## src/rtl/tug_if.sv

```systemverilog
// Press inputs and display/score outputs shared between the input conditioners,
// the tug-of-war referee and the display drivers.
interface tug_if #(
  parameter int N_LIGHTS = 9,
  parameter int SCORE_W  = 3
);
  logic                L;
  logic                R;
  logic [N_LIGHTS-1:0] lights;
  logic [1:0]          winner;
  logic [SCORE_W-1:0]  leftScore;
  logic [SCORE_W-1:0]  rightScore;
  logic                gameOver;

  modport master (
    output L, R,
    input  lights, winner, leftScore, rightScore, gameOver
  );

  modport slave (
    input  L, R,
    output lights, winner, leftScore, rightScore, gameOver
  );
endinterface

```

## src/rtl/tug_referee.sv

```systemverilog
// Tug-of-war referee: arbitrates press pulses, moves the playfield light,
// scores rounds and sequences PLAY -> HOLD -> PLAY, or into DONE at the final score.
module tug_referee #(
  parameter int N_LIGHTS    = 9,
  parameter int HOLD_CYCLES = 4,
  parameter int SCORE_W     = 3
) (
  input logic  Clock,
  input logic  Reset,
  tug_if.slave bus
);

  localparam int PW = $clog2(N_LIGHTS);
  localparam int HW = $clog2(HOLD_CYCLES + 1);

  localparam logic [PW-1:0]      POS_CENTER = PW'((N_LIGHTS - 1) / 2);
  localparam logic [PW-1:0]      POS_LEFT   = PW'(N_LIGHTS - 1);
  localparam logic [PW-1:0]      POS_RIGHT  = '0;
  localparam logic [HW-1:0]      HOLD_END   = HW'(HOLD_CYCLES);
  localparam logic [SCORE_W-1:0] SCORE_MAX  = '1;

  typedef enum logic [1:0] {
    PLAY = 2'd0,
    HOLD = 2'd1,
    DONE = 2'd2
  } state_t;

  state_t              state_q, state_d;
  logic [PW-1:0]       pos_q, pos_d;
  logic [HW-1:0]       hold_q, hold_d;
  logic [SCORE_W-1:0]  left_q, left_d;
  logic [SCORE_W-1:0]  right_q, right_d;
  logic [1:0]          winner_q, winner_d;
  logic [N_LIGHTS-1:0] lights_q, lights_d;
  logic                over_q, over_d;

  // Saturating increment; DONE is entered at SCORE_MAX so the clamp is a safety net.
  function automatic logic [SCORE_W-1:0] score_inc(input logic [SCORE_W-1:0] s);
    return (s == SCORE_MAX) ? s : s + 1'b1;
  endfunction

  function automatic logic [N_LIGHTS-1:0] one_hot(input logic [PW-1:0] p);
    logic [N_LIGHTS-1:0] v;
    v    = '0;
    v[p] = 1'b1;
    return v;
  endfunction

  always_comb begin
    state_d  = state_q;
    pos_d    = pos_q;
    hold_d   = hold_q;
    left_d   = left_q;
    right_d  = right_q;
    winner_d = winner_q;

    unique case (state_q)
      PLAY: begin
        // Simultaneous presses cancel, so only a lone press is acted on.
        if (bus.L && !bus.R) begin
          if (pos_q == POS_LEFT) begin
            left_d   = score_inc(left_q);
            winner_d = 2'b01;
            hold_d   = '0;
            state_d  = (score_inc(left_q) == SCORE_MAX) ? DONE : HOLD;
          end else begin
            pos_d = pos_q + 1'b1;
          end
        end else if (bus.R && !bus.L) begin
          if (pos_q == POS_RIGHT) begin
            right_d  = score_inc(right_q);
            winner_d = 2'b10;
            hold_d   = '0;
            state_d  = (score_inc(right_q) == SCORE_MAX) ? DONE : HOLD;
          end else begin
            pos_d = pos_q - 1'b1;
          end
        end
      end

      HOLD: begin
        hold_d = hold_q + 1'b1;
        if (hold_d == HOLD_END) begin
          state_d  = PLAY;
          pos_d    = POS_CENTER;
          winner_d = 2'b00;
        end
      end

      DONE: begin
      end

      default: state_d = PLAY;
    endcase

    lights_d = (state_d == PLAY) ? one_hot(pos_d) : '0;
    over_d   = (state_d == DONE);
  end

  always_ff @(posedge Clock) begin
    if (Reset) begin
      state_q  <= PLAY;
      pos_q    <= POS_CENTER;
      hold_q   <= '0;
      left_q   <= '0;
      right_q  <= '0;
      winner_q <= 2'b00;
      lights_q <= one_hot(POS_CENTER);
      over_q   <= 1'b0;
    end else begin
      state_q  <= state_d;
      pos_q    <= pos_d;
      hold_q   <= hold_d;
      left_q   <= left_d;
      right_q  <= right_d;
      winner_q <= winner_d;
      lights_q <= lights_d;
      over_q   <= over_d;
    end
  end

  assign bus.lights     = lights_q;
  assign bus.winner     = winner_q;
  assign bus.leftScore  = left_q;
  assign bus.rightScore = right_q;
  assign bus.gameOver   = over_q;

endmodule

```

## src/flat_wrapper.sv

```systemverilog
// flat-port wrapper written by rule: the top's interface ports become plain ports
module tug_referee_flat 
#(
  parameter int N_LIGHTS    = 9,
  parameter int HOLD_CYCLES = 4,
  parameter int SCORE_W     = 3
)
  (Clock, Reset, bus_L, bus_R, bus_lights, bus_winner, bus_leftScore, bus_rightScore, bus_gameOver);
  tug_if #(.N_LIGHTS(N_LIGHTS), .SCORE_W(SCORE_W)) bus_i ();
  input logic Clock;
  input logic Reset;
  input wire logic [$bits(bus_i.L)-1:0] bus_L;
  input wire logic [$bits(bus_i.R)-1:0] bus_R;
  output wire logic [$bits(bus_i.lights)-1:0] bus_lights;
  output wire logic [$bits(bus_i.winner)-1:0] bus_winner;
  output wire logic [$bits(bus_i.leftScore)-1:0] bus_leftScore;
  output wire logic [$bits(bus_i.rightScore)-1:0] bus_rightScore;
  output wire logic [$bits(bus_i.gameOver)-1:0] bus_gameOver;
  assign bus_i.L = bus_L;
  assign bus_i.R = bus_R;
  assign bus_lights = bus_i.lights;
  assign bus_winner = bus_i.winner;
  assign bus_leftScore = bus_i.leftScore;
  assign bus_rightScore = bus_i.rightScore;
  assign bus_gameOver = bus_i.gameOver;
  tug_referee #(.N_LIGHTS(N_LIGHTS), .HOLD_CYCLES(HOLD_CYCLES), .SCORE_W(SCORE_W)) u_core (.Clock(Clock), .Reset(Reset), .bus(bus_i));
endmodule
```

## config.mk

```make
export PLATFORM = sky130hd
export DESIGN_NAME = tug_referee_flat
export DESIGN_NICKNAME = d
export VERILOG_FILES = /design/src/rtl/tug_if.sv /design/src/rtl/tug_referee.sv /design/src/flat_wrapper.sv
export SDC_FILE = /design/constraint.sdc
export NUM_CORES = 1
export LEC_CHECK = 0
export BUFFER_PORTS_ARGS = -buffer_cell sky130_fd_sc_hd__buf_2
export CAP_MARGIN = 20
export CORE_MARGIN = 2
export CORE_UTILIZATION = 56
export DETAILED_ROUTE_END_ITERATION = 10
export HOLD_SLACK_MARGIN = 0.05
export PLACE_DENSITY = 0.89
export RECOVER_POWER = 25
export SKIP_CTS_REPAIR_TIMING = 1
export SYNTH_ARGS = -nofsm -noshare
export SYNTH_HDL_FRONTEND = slang
export SYNTH_SLANG_ARGS = --single-unit
```

## constraint.sdc

```tcl
create_clock -name Clock -period 2.47 [get_ports Clock]
set_clock_uncertainty 0.05 [all_clocks]
set_input_delay 0.494 -clock Clock [delete_from_list [all_inputs] [get_ports Clock]]
set_output_delay 0.494 -clock Clock [all_outputs]
set_load 0.005 [all_outputs]
```

==> results.toml <==
[sta]
fmax_ghz = 0.426
fin_crit_sh_pct = 95.1
final_max_slew_viol_count = 0
hold_viol = 0
layout_min_cycle_time_ns = 2.35
grt_setup_unrepaired = "no"
setup_violations = 0
finalSetupTns_ns = 0
relSlewSlack_pct = 63.7
worst_slew_pin_slew_ns = 0.539

[critical_path]
r2r_end = "u_core.bus.lights[8]"
path_buf_inv = 1
critPathMaxStageDelay_ns = 0.46
crit_start = "u_core.pos_q[1]"
critPathLaunchType = "flop"
cp_max_fo = 7
worstSetupEndpointType = "flop"
cp.arrival_ns = 2.53
reg2reg_from = "u_core.pos_q[1]"
worst-path-stages = 7
ff2ff_path_depth = 7
worstSetupPathType = "flop to flop"
crit_chain = "inv_1 -> ha_1 -> or3b_4 -> a22oi_4 -> nor3_2 -> a221o_1 -> nor4_1"
rrSetupSlack_ns = 0.12
path_delay_family = "simple AND/OR/NAND/NOR gates"
endpoint = "u_core.bus.lights[8]"
worst_path_max_delay_cell = "or3b_4"
cp.required_ns = 2.65

[synth]
ys_warn_count = 0
synthesis.area_mm2 = 0.00147
ys_ff_latch = 27
postSynth.asyncResetShare_pct = 0
syn_inst = 166
yosysMostFrequentCell = "dfxtp_1"
syn_nets = 176
yosys-top-cells-count = "dfxtp_1 (27), nor2_1 (21), nand2_1 (13)"
ys_seq_area_share_pct = 36.7
synth-edff-count = 0
synth_top_area_cell = "dfxtp_1"
dominantRegCellSynth = "dfxtp_1"
ys_types = 51
yosys.area.top_type_share_pct = 36.7
syn_area_per_cell_um2 = 8.88
synthTopCellsByArea = "dfxtp_1 (37%), nor2_1 (5.3%), ha_1 (5.1%), a21oi_1 (3.7%), nand2_1 (3.3%)"

[placed_design]
place_congestion = 0.791
placed_area_mm2 = 0.00159
port-buffer-count = 21
dpl.hpwl_um = 2540
dp_cells = 214

[floorplanning]
pin_count = 22
fp.coreArea_mm2 = 0.00248
die_x_um = 55.3
die_area_mm2 = 0.00306
start_util_pct = 59.5
die_height_um = 55.3
rows = 18

[cts]
clkTransAtPathRegs_ns = 0.16
cts_tree = "done"
clock-sinks = 27
htree_levels = 1
clock-root-buffer = "clkbuf_4"
clock_path_buffers = 2
clk_latency_ns = 0.32
numCtsBuffers = 3

[global_routing]
grt_pass1_vias = 1256
antenna_found_initial = 0
grtUsageTotal_pct = 22.6
grt_max_degree = 21
grt-ovfl-total = 0
grt_pass1_wl_um = 5700

[final_layout]
final_nets = 199
final_cells = 218
drive_gt1_share_pct = 22.3
n_antenna_cell = 0
fin_util_pct = 65.4
stdcell_area_mm2 = 0.00162
fill_cells = 214
syn2layout_area_growth_pct = 9.93

[routing]
drt_iter0_drc = 34
first_pass_iters = 4
drc = 0
drtAntennaViolNets = 0
drt_wl_total_um = 3310
vias = 1315
wl_per_cell_um = 15.2
vias_per_cell = 6.03

[hold_path]
min_path_type = "flop to flop"

[power]
power.density_mw_per_mm2 = 550
leakagePower_uw = 0.000708
vdd_ir_drop_max_uv = 677
finalPower_uw = 891

[flow_run]
drv_cap = 0

[run_status]
outcome = "completed"
==> registers in the layout, summed over array words and instances, names as in the netlist <==
| name | flops |
|---|---|
| u_core.bus.lights | 9 |
| u_core.bus.winner | 2 |
| u_core.bus.gameOver | 1 |
| u_core.bus.leftScore | 3 |
| u_core.state_q | 2 |
| u_core.hold_q | 3 |
| u_core.bus.rightScore | 3 |
| u_core.pos_q | 4 |
==> area by class of cell <==
type	count	area, um^2	area share, %
inverters	7	26.3	1.62
well taps	30	37.5	2.32
flip-flops and latches	27	541	33.4
clock buffers	3	22.5	1.39
repair buffers	25	133	8.19
multi-input cells	125	853	52.7
clock inverters	1	7.51	0.463
==> cells by family after synthesis <==
kind of cell / Yosys count / synth area share (%)
adders and majority gates: 6 / 5.09
buffers and inverters: 14 / 5.86
DFF: 27 / 36.7
AOI/OAI and AO/OA: 40 / 20.6
and+or+nand+nor: 70 / 25.9
muxes: 5 / 3.48
xor gates and xnor gates: 4 / 2.38
==> how the worst min path moves through the flow <==
stage,startpoint,end,slack (ns),cells past startpoint
6_report,u_core.bus.winner[1],u_core.bus.winner[1],0.44,2
5_1_grt,u_core.bus.winner[0],u_core.bus.winner[0],0.47,2
4_1_cts,u_core.bus.winner[1],u_core.bus.winner[1],0.45,2
3_5_place_dp,u_core.bus.winner[0],u_core.bus.winner[0],0.43,2
3_3_place_gp,u_core.bus.winner[0],u_core.bus.winner[0],0.42,2
2_1_floorplan,u_core.hold_q[2],u_core.hold_q[2],0.42,2
==> cells in the final DEF, fill, tap and decap left out, types with 2 or more instances in the layout <==
cell type,count
nor2_1,21
nand2_1,13
ha_1,6
o21ai_0,6
nand3b_1,2
nor3_2,2
inv_1,7
nor4_1,4
dfxtp_1,27
clkbuf_4,3
nand2b_1,3
a31oi_1,3
buf_4,4
and3_1,2
mux2i_1,4
a21oi_1,11
nor3_1,8
o211ai_1,2
and2b_2,2
xor2_1,3
a21o_1,3
nand3_1,3
clkbuf_1,2
buf_2,19
==> through the flow <==
stage	hold slack [ns]	setup slack, ns
after floorplan	0.419	0.376
after global placement	0.418	0.280
after detailed placement	0.426	0.197
after CTS	0.446	0.146
after global routing	0.473	0.0244
final	0.437	0.122
==> power by group <==
group	total, uW	internal, uW	switching (uW)
logic	218	92.1	126
registers	477	456	21.0
clock network	195	61.7	134
==> worst min-delay path: cells and delay by family, from the launching register on <==
kind,cells,cell delay (ns)
compound gates,2,0.12
flops,1,0.33
==> routing by layer <==
metal,vias up,global-route usage (%),wire (um),part of all wire [%]
li1,641,-,-,-
met5,-,0,0,0
met4,0,7.67,54,1.6
met1,628,29.6,1410,43
met3,6,2.11,149,4.5
met2,40,38.9,1690,51
Note: power is estimated with default switching activity, not from simulation.
